File: config.mk
export PLATFORM = sky130hd
export DESIGN_NAME = block_interleaver
export DESIGN_NICKNAME = d
export VERILOG_FILES = /design/src/rtl/block_interleaver.sv
export SDC_FILE = /design/constraint.sdc
export NUM_CORES = 1
export LEC_CHECK = 0
export CAP_MARGIN = 15
export CORE_MARGIN = 3
export CORE_UTILIZATION = 35
export DETAILED_ROUTE_END_ITERATION = 10
export PLACE_DENSITY_LB_ADDON = 0.15
export SLEW_MARGIN = 15
export SYNTH_ARGS = -nofsm -noshare
export SYNTH_HDL_FRONTEND = slang
export SYNTH_SLANG_ARGS = --single-unit
File: constraint.sdc
create_clock -name clk -period 2.2 [get_ports clk]
set_input_delay 0.44 -clock clk [delete_from_list [all_inputs] [get_ports clk]]
set_output_delay 0.44 -clock clk [all_outputs]
set_load 0.05 [all_outputs]
File: src/rtl/block_interleaver.sv
// block_interleaver: ROWS x COLS row/column bit interleaver/deinterleaver
// with ping-pong banks, so one block is written while the previous one
// drains.
//
// Ports:
//   clk, rst_n       clock, asynchronous active-low reset
//   mode             0 = interleave, 1 = deinterleave (sampled with the first bit of each block)
//   din, din_valid   serial input bit and its qualifier
//   din_ready        write bank can accept a bit
//   dout, dout_valid serial output bit and its qualifier
//   dout_ready       downstream accepts dout
//   dout_last        high with the final bit of a block
module block_interleaver #(
  parameter int unsigned ROWS = 5,
  parameter int unsigned COLS = 8
) (
  input  logic clk,
  input  logic rst_n,
  input  logic mode,
  input  logic din,
  input  logic din_valid,
  output logic din_ready,
  output logic dout,
  output logic dout_valid,
  input  logic dout_ready,
  output logic dout_last
);

  localparam int unsigned N  = ROWS * COLS;
  localparam int unsigned RW = $clog2(ROWS);
  localparam int unsigned CW = $clog2(COLS);
  localparam int unsigned AW = $clog2(N);

  logic [N-1:0]  mem [2];
  logic [1:0]    bmode;
  logic [1:0]    full;
  logic          wb;
  logic          rb;
  logic [RW-1:0] wr_r;
  logic [CW-1:0] wr_c;
  logic [RW-1:0] rd_r;
  logic [CW-1:0] rd_c;

  logic          wr_fire;
  logic          rd_fire;
  logic          wr_first;
  logic          wr_rfast;
  logic          rd_rfast;
  logic          wr_end;
  logic          rd_end;
  logic [AW-1:0] wr_addr;
  logic [AW-1:0] rd_addr;
  logic [RW-1:0] wr_r_nxt;
  logic [CW-1:0] wr_c_nxt;
  logic [RW-1:0] rd_r_nxt;
  logic [CW-1:0] rd_c_nxt;
  logic [1:0]    full_nxt;

  // Handshake, address decode and counter stepping.
  // Both traversal orders finish at (ROWS-1, COLS-1), so one end test serves both.
  always_comb begin
    wr_fire  = din_valid && !full[wb];
    rd_fire  = full[rb] && dout_ready;
    wr_first = (wr_r == '0) && (wr_c == '0);
    // The first bit of a block uses the live mode; later bits use the latched one.
    wr_rfast = wr_first ? mode : bmode[wb];
    rd_rfast = !bmode[rb];
    wr_end   = (wr_r == RW'(ROWS - 1)) && (wr_c == CW'(COLS - 1));
    rd_end   = (rd_r == RW'(ROWS - 1)) && (rd_c == CW'(COLS - 1));
    wr_addr  = AW'(wr_r) * AW'(COLS) + AW'(wr_c);
    rd_addr  = AW'(rd_r) * AW'(COLS) + AW'(rd_c);

    wr_r_nxt = wr_r;
    wr_c_nxt = wr_c;
    if (wr_end) begin
      wr_r_nxt = '0;
      wr_c_nxt = '0;
    end else if (wr_rfast) begin
      if (wr_r == RW'(ROWS - 1)) begin
        wr_r_nxt = '0;
        wr_c_nxt = wr_c + CW'(1);
      end else begin
        wr_r_nxt = wr_r + RW'(1);
      end
    end else begin
      if (wr_c == CW'(COLS - 1)) begin
        wr_c_nxt = '0;
        wr_r_nxt = wr_r + RW'(1);
      end else begin
        wr_c_nxt = wr_c + CW'(1);
      end
    end

    rd_r_nxt = rd_r;
    rd_c_nxt = rd_c;
    if (rd_end) begin
      rd_r_nxt = '0;
      rd_c_nxt = '0;
    end else if (rd_rfast) begin
      if (rd_r == RW'(ROWS - 1)) begin
        rd_r_nxt = '0;
        rd_c_nxt = rd_c + CW'(1);
      end else begin
        rd_r_nxt = rd_r + RW'(1);
      end
    end else begin
      if (rd_c == CW'(COLS - 1)) begin
        rd_c_nxt = '0;
        rd_r_nxt = rd_r + RW'(1);
      end else begin
        rd_c_nxt = rd_c + CW'(1);
      end
    end

    // Both firing implies wb != rb, so the two flag updates never collide.
    full_nxt = full;
    if (wr_fire && wr_end) full_nxt[wb] = 1'b1;
    if (rd_fire && rd_end) full_nxt[rb] = 1'b0;
  end

  // Bank storage, pointers and counters.
  always_ff @(posedge clk or negedge rst_n) begin
    if (!rst_n) begin
      mem[0] <= '0;
      mem[1] <= '0;
      bmode  <= '0;
      full   <= '0;
      wb     <= 1'b0;
      rb     <= 1'b0;
      wr_r   <= '0;
      wr_c   <= '0;
      rd_r   <= '0;
      rd_c   <= '0;
    end else begin
      full <= full_nxt;
      if (wr_fire) begin
        mem[wb][wr_addr] <= din;
        if (wr_first) bmode[wb] <= mode;
        wr_r <= wr_r_nxt;
        wr_c <= wr_c_nxt;
        if (wr_end) wb <= !wb;
      end
      if (rd_fire) begin
        rd_r <= rd_r_nxt;
        rd_c <= rd_c_nxt;
        if (rd_end) rb <= !rb;
      end
    end
  end

  // Output decode straight from registers; none of it depends on din_valid or dout_ready.
  assign din_ready  = !full[wb];
  assign dout_valid = full[rb];
  assign dout       = full[rb] & mem[rb][rd_addr];
  assign dout_last  = full[rb] & rd_end;

endmodule

==> summary.md, run 1 <==
| Metric | Value |
|---|---|
| Worst skew pair latency | roughly 350 ps |
| Vias in the first global route | between 3,000 and 4,000 |
| Failing checks | negative setup slack |
| IO Port Bufs | 9 |
| Non-filler instance count after layout | a little under 700 |
| Gpl congestion | 0.767 |
| Synth top cells by count | 98 x dfrtp_1, 96 x nand2_1, 86 x mux2_2, 18 x mux4_2, 14 x o21ai_0 |
| Routing usage on met1 | between 20% and 30% |
| Worst Setup SP | rb |
| Slew margin rel. | ~64% |
| CP delay by family, top | buffers and inverters |
| Sequential Power Share | 37.1% |
| Tmin final | around 2700 ps |
| Crit path cell chain | buf_6 > buf_12 > mux4_2 > nand2_2 > a31oi_1 > nand4_1 > a221oi_4 > buf_6 |
| Residual DRC | 0 |
| First-pass GRT wire length | 20.8 mm |
| Clock transition at the registers of the reported paths | about 70 ps |
| Total track usage | between 10% and 20% |
| Hold-fix buffers, CTS | 0 |
| Die area | 16,300 um2 |
| Leak | approximately 0.0028 uW |
| Unique masters post-synth | 41 |
| Critical Path RT | between 1500 and 2000 ps |
| CORE AREA | 14,100 um2 |
| Total gr overflow | 0 |
| M2 GR Usage | a little over a quarter |
| Post-synth EDFFs | 0 |
| Worst-path fanout max | 5 |
| Top FF cell, synth | dfrtp_1 |
| Area contributors post-synth | dfrtp_1 47%, mux2_2 19%, mux4_2 7.8% |
| Setup violators final | 2 |
| Status | complete, but fails checks |
| #FFs+latches synth | 98 |
| Largest net degree at the start of global routing | 99 |
| Worst Path Arrival | around 2300 ps |
| Worst r2r src | wr_r[0] |
| Final nets | between 500 and 600 |
| Layer with the highest usage | met2 |
| Crit path launch type | register |
| Clk_skew | between 10 and 15 ps |
| Internal power | roughly 4800 uW |
| Area growth, synth to finish | 20.1% |
| Starting Density | a little over a third |
| Worst slew pin tran | ~540 ps |
| Per-instance average area after synthesis | around 12 um2 |
| RSZ-0062 raised after global routing | yes |
| Fin worst setup slack | -541 ps |
| Hold Path Class | primary input to asynchronous set/reset pin |
| TritonCTS clock tree | yes |
| Clock Tree Buf Depth | 2 |
| Combinational power share | between 40% and 50% |
| Final period util | 125% |
| Kind of critical path | register to output port |
| Area share of the largest cell type after synthesis | between 40 and 50% |
| Synth Net Count | around 460 |
| Via count | approximately 3,500 |
| Root Buffer | clkbuf_16 |
| FMAX | between 300 and 400 MHz |
| Met3 Use GR | under 10% |
| Placed insts | about 660 |
| Crit path depth | 8 |
| Detail Route Antenna Nets | 0 |
| Clock power share | between 20 and 25% |
| Hold WS | 123 ps |
| Antenna violations before repair | 0 |
| H-Tree Depth | 3 |
| Die height | between 100 and 150 um |
| Pwr Density | 1200 nW/um2 |
| CP dominant cell by count | buf_6 |
| Share of layout cells above drive strength 1 | between 40 and 50% |
| Switching power share of the total | 35.5% |
| Max VDD drop | around 0.45 mV |
| CP endpoint kind | output port |
| # diodes | 0 |
| Max cap viols | 0 |
| Syn Inst Count | between 400 and 500 |
| Slew Viols, Final | 0 |
| Slowest stage delay, CP | 390 ps |
| Detailed Place HPWL | slightly below 9 mm |
| Io pins | 10 |
| Die X | 128 um |
| Area leader, netlist | dfrtp_1 |
| Count leader, synth | dfrtp_1 |
| Buf/Inv on CP | 3 |
| Synth warnings | 0 |
| Worst R2R Setup Slack | about 160 ps |
| # rows | 43 |
| Drt first-iter violations | ~200 |
| Sw Pwr | between 2000 and 3000 uW |
| TritonCTS Buffers | 9 |
| Fin. Hold Viols | 0 |
| Async S/R FF share, synth | 100% |
| Clock Sinks | just under 100 |
| Depth of the worst register-to-register path | 6 |
| Vias per Instance | 5.24 |
| Final WL | between 10 and 15 mm |
| Mapped cell area | 5180 um2 |
| Slowest-stage cell, CP | dfrtp_1 |
| Sequential area share after synthesis | a little under half |
| WL/cell | ~19 um |
| TritonRoute pass-1 iters | 4 |
sequential cells by signal (all words and copies together) (netlist names):
register / flops
bmode: 2
full: 2
mem: 80
rb: 1
rd_c: 3
rd_r: 3
wb: 1
wr_c: 3
wr_r: 3
timing repair:
action	CTS	global route
buffers inserted	0	0
gates resized for setup	3	7
pin swaps	2	1
endpoints found under the setup margin	2	5
worst register-to-register path: stages (launching register included):
cell and delay, ps:
dfrtp_1 380, inv_1 140, ha_1 240, and4bb_2 280, mux2_2 380, o21bai_4 170, mux2_2 350
cells in the final DEF, fill, tap and decap left out, drive strengths merged, types with 2 or more instances in the layout:
| cell type | instances |
|---|---|
| mux2i | 7 |
| dfrtp | 98 |
| a2111oi | 2 |
| clkdlybuf4s50 | 3 |
| o21ai | 14 |
| mux4 | 18 |
| nor2 | 9 |
| nor3 | 15 |
| nor2b | 4 |
| nand2b | 6 |
| clkbuf | 11 |
| clkinv | 2 |
| mux2 | 89 |
| inv | 12 |
| nor3b | 5 |
| buf | 58 |
| nor4 | 11 |
| nand2 | 96 |
| a21o | 3 |
| ha | 9 |
| nand3 | 8 |
kinds of logic (layout without fill, tap and decap cells):
group	count (synthesis)	in the layout	synth area share (%)
buffers and inverters	37	88	3.41
adder cells (fa/ha/maj)	9	9	2.17
AND/OR/NAND/NOR	161	161	15.3
flip-flops	98	98	47.3
multiplexers	114	114	28.5
XOR/XNOR	1	1	0.169
AO/OA/AOI/OAI	26	26	3.12
final timing paths:
check	to
min in group clk	mem[23]
max in group asynchronous	mem[20]
min	wr_r[2]
max reg2reg	wr_r[1]
min reg2reg	mem[23]
max	dout
power by group through the flow:
stage / Clock (uW) / Combinational (uW) / Sequential (uW)
6_report: 1680 / 3020 / 2770
3_3_place_gp: 0 / 2950 / 2800
4_1_cts: 1720 / 3030 / 2780
2_1_floorplan: 0 / 1950 / 2640
3_5_place_dp: 0 / 3000 / 2810
5_1_grt: 1800 / 3290 / 2840
per-stage QoR:
stage / setup WS (ps) / TNS (ps) / util [%] / area [um2] / power (uW)
2_1_floorplan: -103 / -103 / - / 5210 / 4590
3_3_place_gp: -234 / -674 / 41.5 / 5870 / 5750
3_5_place_dp: -258 / -1370 / 41.5 / 5870 / 5810
4_1_cts: -538 / -750 / 43.8 / 6200 / 7520
5_1_grt: -631 / -823 / 44.0 / 6220 / 7930
6_report: -541 / -667 / 44.0 / 6220 / 7470
metal layers:
layer  vias to the layer above  part of all wire [%]
met2                        64                    47
met4                         0                   3.6
li1                       1676                     -
met5                         -                     0
met1                      1781                    46
met3                        26                   3.7
cell type report:
type / count / area [um2]
clock buffer: 11 / 253
clock inverter: 5 / 60.1
inverter: 11 / 41.3
tap: 180 / 225
multi-input combinational: 311 / 2610
timing repair buffer: 61 / 583
fill: 1304 / 7930
sequential: 98 / 2450
No activity file was read; power rests on OpenSTA's default activity.
==> run 2: changes to the inputs <==
- CORE_MARGIN: 3 -> 5
==> summary.md, run 2 (synthesis results as in run 1) <==
| Metric | Value |
|---|---|
| Antenna violations before repair | 1 (+1) |
| # rows | 44 (+2.3%) |
| Detail Route Antenna Nets | 0 (unchanged) |
| Combinational power share | 40.4% (about the same) |
| Drt first-iter violations | 203 (+0.50%) |
| Failing checks | negative setup slack |
| Depth of the worst register-to-register path | 6 (unchanged) |
| Final Util | 43.0% (-0.96 points) |
| # fillers | 1,376 (+5.5%) |
| IO Port Bufs | 9 (unchanged) |
| Largest Register | mem |
| Tmin final | 2680 ps (-57.2 ps) |
| Share of layout cells above drive strength 1 | 41.5% (+1.1 points) |
| TritonRoute pass-1 iters | 4 (unchanged) |
| Die height | 132 um (+3.1%) |
| CORE AREA | 14,500 um2 (+2.7%) |
| Clock power share | 22.1% (-0.4 points) |
| Total track usage | 15.9% (-0.83 points) |
| TritonCTS Buffers | 9 (unchanged) |
| Worst R2R Setup Slack | 180 ps (+20 ps) |
| Final period util | 122% (-2.6 points) |
| # diodes | 0 (unchanged) |
| Worst Path Arrival | 2240 ps (-60 ps) |
| Internal power | 4840 uW (+0.42%) |
| Non-filler instance count after layout | 680 (+0.44%) |
| Status | complete, but fails checks |
| Hold WS | 39.6 ps (-83.4 ps) |
| Vias per Instance | 5.25 (+0.20%) |
| Largest net degree at the start of global routing | 81 (-18%) |
| FMAX | 373 MHz (+2.1%) |
| Slew Viols, Final | 0 (unchanged) |
| Total gr overflow | 0 (unchanged) |
| Multi-input logic area | 2640 um2 (+1.3%) |
| Setup violators final | 2 (unchanged) |
| Residual DRC | 0 (unchanged) |
| Starting Density | 35.6% (-0.97 points) |
| Gpl congestion | 0.793 (+3.5%) |
| Hold Path Class | primary input to asynchronous set/reset pin |
| Detailed Place HPWL | 8.91 mm (+1.4%) |
| Max FFs per register | 80 (unchanged) |
| Vias in the first global route | 3,747 (-0.98%) |
| Switching power share of the total | 35.2% (-0.30 points) |
| First-pass GRT wire length | 21.9 mm (+5.5%) |
| Sequential Power Share | 37.4% (+0.3 points) |
| Clk_skew | 9.13 ps (-1.83 ps) |
| Setup_tns | -559 ps (+108 ps) |
| Fin worst setup slack | -484 ps (+57.2 ps) |
| Sw Pwr | 2630 uW (-0.88%) |
| Die area | 17,300 um2 (+6.4%) |
| TritonCTS clock tree | yes |
| RSZ-0062 raised after global routing | yes |
| Placed insts | 662 (+0.15%) |
| Slew margin rel. | 32.0% (-32 points) |
| Worst r2r dst | wr_r[1] |
| Fin. Hold Viols | 0 (unchanged) |
| Leak | 0.00275 uW (about the same) |
| Final WL | 12.9 mm (+2.0%) |
| Clock transition at the registers of the reported paths | 70 ps (about the same) |
| Worst slew pin tran | 1020 ps (+479 ps) |
| Critical Path RT | 1760 ps (about the same) |
| Root Buffer | clkbuf_16 |
| CP endpoint kind | output port |
| Crit path launch type | register |
| H-Tree Depth | 3 (unchanged) |
| Die X | 132 um (+3.1%) |
| Via count | 3,570 (+0.65%) |
| Clock Tree Buf Depth | 2 (unchanged) |
| Worst skew pair latency | 350 ps (about the same) |
| Final nets | 507 (unchanged) |
| Kind of critical path | register to output port |
| Max cap viols | 0 (unchanged) |
| Io pins | 10 (unchanged) |
| Clock Sinks | 98 (unchanged) |
| Worst r2r src | wr_r[0] |
| Pwr Density | 1190 nW/um2 (-0.50%) |
| Area growth, synth to finish | 20.7% |
| Max VDD drop | 0.421 mV (-6.4%) |
| WL/cell | 19.0 um (+1.6%) |
| Highest-count cells in the layout ignoring fill and taps | 96 x nand2_1, 96 x dfrtp_1, 86 x mux2_2 |
| Seq. cell area | 2450 um2 (+0.10%) |
| Worst-path fanout max | 5 (unchanged) |
==> run 2: cell count changes in the layout (fill, tap and decap cells not counted), sizes merged <==
cell	previous run	this run
clkbuf	11	13
inv	12	10
clkinvlp	1	0
==> run 2: power by group through the flow <==
stage	Clock (uW)	Sequential, uW	Combinational (uW)
after detailed placement	0	2820	2950
after global routing	1760	2870	3310
after floorplan	0	2640	1950
final	1650	2790	3020
after global placement	0	2810	2910
after CTS	1690	2790	3030
==> run 2: what timing repair did <==
item                       CTS  global route
hold buffers                 0             0
gates resized for setup     18             6
pin swaps                    6             0
setup buffers                4             0
setup endpoints to repair    3             7
==> run 2: per-stage QoR <==
stage | area, um2 | setup slack [ps] | total power (uW)
after floorplan | 5210 | -103 | 4590
after global placement | 5840 | -303 | 5720
after detailed placement | 5840 | -329 | 5770
after CTS | 6240 | -498 | 7510
after global routing | 6250 | -571 | 7940
final | 6250 | -484 | 7470
==> run 2: final cells by class <==
| class | count | area share [%] |
|---|---|---|
| clock buffer | 13 | 4.32 |
| inverter | 11 | 0.661 |
| clock inverter | 2 | 0.560 |
| sequential | 98 | 39.3 |
| timing repair buffer | 61 | 9.25 |
| multi-input combinational | 311 | 42.3 |
| tap | 184 | 3.68 |
==> run 2: how the worst max path moves through the flow <==
stage	start	to	slack [ps]	cells past startpoint
5_1_grt	rb	dout	-570	7
4_1_cts	rb	dout	-500	7
3_5_place_dp	rb	dout	-330	7
2_1_floorplan	rb	dout	-100	6
3_3_place_gp	rb	dout	-300	7
6_report	rb	dout	-480	7
==> run 2: critical path, cell delays in order (launching register included) <==
cell,delay [ps]
dfrtp_2,420
buf_6,140
mux4_2,510
nor2_2,110
nor4_2,60
o31ai_2,350
a221oi_4,120
buf_6,170
==> run 2: metal layers <==
metal / vias up / track usage [%] / share of wire (%)
met1: 1812 / 23.2 / 48
met5: - / 0 / 0
met4: 0 / 6.06 / 2.0
met3: 14 / 2.03 / 4.6
met2: 71 / 24.3 / 46
li1: 1673 / - / -
==> run 3: changes to the inputs <==
- CORE_MARGIN: 5 -> unset
- CORE_UTILIZATION: 35 -> 50
==> summary.md, run 3 (synthesis results as in run 1) <==
| Metric | Value |
|---|---|
| CORE AREA | 9910 um2 (-32%) |
| Clk_skew | 6.20 ps (-2.93 ps) |
| Worst skew pair latency | 380 ps (+30 ps) |
| Residual DRC | 0 (unchanged) |
| Final period util | 126% (+3.6 points) |
| Worst Path Arrival | 2320 ps (+80 ps) |
| Slew margin rel. | 45.2% (+13 points) |
| CP delay by family, top | multiplexers |
| # rows | 36 (-18%) |
| Crit path launch type | register |
| Switching power share of the total | 37.4% (+2.2 points) |
| Die area | 10,800 um2 (-38%) |
| Critical Path RT | 1760 ps (about the same) |
| Setup violators final | 2 (unchanged) |
| Combinational power share | 42.3% (+1.9 points) |
| Final WL | 12.2 mm (-6.0%) |
| TritonCTS Buffers | 9 (unchanged) |
| Dpl ws | -391 ps (-62.3 ps) |
| First-pass GRT wire length | 20.1 mm (-8.4%) |
| Placed cell area | 5800 um2 (-0.62%) |
| Vias in the first global route | 3,771 (+0.64%) |
| Crit path cell chain | buf_6 > mux4_2 > nor2_2 > nor4_2 > o31ai_2 > a221oi_4 > buf_6 |
| Fin. Hold Viols | 0 (unchanged) |
| Sw Pwr | 2560 uW (-2.6%) |
| Drt first-iter violations | 234 (+15%) |
| Max FFs per register | 80 (unchanged) |
| Antenna violations before repair | 0 (-1) |
| Hold WS | 1.01 ps (-38.6 ps) |
| Failing checks | negative setup slack |
| CP dominant cell by count | buf_6 |
| Hold-fix buffers, CTS | 0 (unchanged) |
| Max VDD drop | 0.621 mV (+47%) |
| FMAX | 362 MHz (-2.9%) |
| Detailed Place HPWL | 8.58 mm (-3.6%) |
| Io pins | 10 (unchanged) |
| Commonest non-fill, non-tap cell in the layout | nand2_1 |
| RSZ-0062 raised after global routing | yes |
| TritonCTS clock tree | yes |
| Placed insts | 618 (-6.6%) |
| Worst-path fanout max | 6 (+1) |
| Max cap viols | 0 (unchanged) |
| Die height | 104 um (-21%) |
| IO Port Bufs | 9 (unchanged) |
| Via count | 3,636 (+1.8%) |
| Sequential Power Share | 41.5% (+4.1 points) |
| Area growth, synth to finish | 16.8% |
| Vias per Instance | 5.71 (+8.7%) |
| Clock transition at the registers of the reported paths | 90 ps (+20 ps) |
| Largest Register | mem |
| Clock power share | 16.2% (-5.9 points) |
| WL/cell | 19.1 um (+0.29%) |
| Final nets | 514 (+1.4%) |
| # diodes | 0 (unchanged) |
| Tmin final | 2760 ps (+80.0 ps) |
| TritonRoute pass-1 iters | 5 (+1) |
| Worst slew pin tran | 819 ps (-198 ps) |
| Slowest stage delay, CP | 510 ps (about the same) |
| Status | complete, but fails checks |
| Pwr Total | 6850 uW (-8.3%) |
| Internal power | 4290 uW (-11%) |
| Total track usage | 24.7% (+8.7 points) |
| Slowest-stage cell, CP | mux4_2 |
| CP endpoint kind | output port |
| Root Buffer | clkbuf_8 |
| Highest-count cells in the layout ignoring fill and taps | 96 x nand2_1, 94 x dfrtp_1, 86 x mux2_2 |
| Pwr Density | 1130 nW/um2 (-5.3%) |
| Clock Tree Buf Depth | 2 (unchanged) |
| Kind of critical path | register to output port |
| Layout Cell Area excl Fill | 6050 um2 (-3.2%) |
| Detail Route Antenna Nets | 0 (unchanged) |
| Fin worst setup slack | -564 ps (-80.0 ps) |
| Total gr overflow | 0 (unchanged) |
| Largest net degree at the start of global routing | 47 (-42%) |
| H-Tree Depth | 3 (unchanged) |
| Non-filler instance count after layout | 637 (-6.3%) |
| Die X | 104 um (-21%) |
| Hold Path Class | primary input to asynchronous set/reset pin |
| Starting Density | 52.3% (+17 points) |
| Buf/Inv on CP | 2 (unchanged) |
| Gpl congestion | 0.841 (+6.0%) |
| Leak | 0.00272 uW (-1.2%) |
| Share of layout cells above drive strength 1 | 41.9% (+0.33 points) |
| Slew Viols, Final | 0 (unchanged) |
| Clock Sinks | 98 (unchanged) |
[run 3: changes by cell type in the layout (fill, tap and decap cells not counted), sizes merged]
cell      delta
clkbuf       -2
bufinv       -1
buf          +7
inv          +1
clkinv       +2
clkinvlp     +1
[run 3: what timing repair did]
item / in CTS / in global routing
setup endpoints to repair: 2 / 5
gates resized for setup: 12 / 3
setup buffers: 1 / 2
pin swaps: 3 / 0
[run 3: worst paths after layout]
kind / startpoint / slack, ps / depth (start not counted) / end
min reg2reg: mem[76] / 510 / 1 / mem[76]
max in group asynchronous: rst_n / 1560 / 2 / rd_c[0]
max: rb / -560 / 7 / dout
max reg2reg: wr_r[0] / 130 / 6 / wr_r[1]
min: rst_n / 1 / 1 / wr_c[0]
min in group clk: mem[76] / 510 / 1 / mem[76]
[run 3: cell type report]
class	instances	area, um2
sequential	98	2460
multi-input combinational	311	2610
inverter	11	41.3
clock inverter	5	38.8
tap	133	166
clock buffer	11	141
timing repair buffer	68	598
fill	805	3860
[run 3: worst reg2reg max path, cell delays in order, from the launching register on]
cell and delay (ps):
dfrtp_1 390, inv_1 130, ha_1 230, and4bb_2 280
mux2_2 370, o21bai_2 210, mux2_2 360
[run 3: power by group through the flow]
stage	clock (uW)	sequential [uW]	combinational, uW
6_report	1110	2840	2900
5_1_grt	1210	2910	3140
3_3_place_gp	0	2840	2740
3_5_place_dp	0	2870	2810
4_1_cts	1140	2840	2860
2_1_floorplan	0	2640	1950
[run 3: per-layer routing]
layer	part of all wire, %	up-vias	track usage [%]	routed length [um]
met2	50	87	39.7	6030
met5	0	-	0	0
met3	4.8	16	5.79	582
li1	-	1684	-	-
met1	44	1849	32.7	5300
met4	2.0	0	9.08	249
[run 3: metrics by stage]
step	TNS (ps)	utilization, %
floorplan	-103	-
global placement	-671	58.6
detailed placement	-786	58.6
CTS	-804	60.8
global route	-912	61.1
finish	-735	61.1
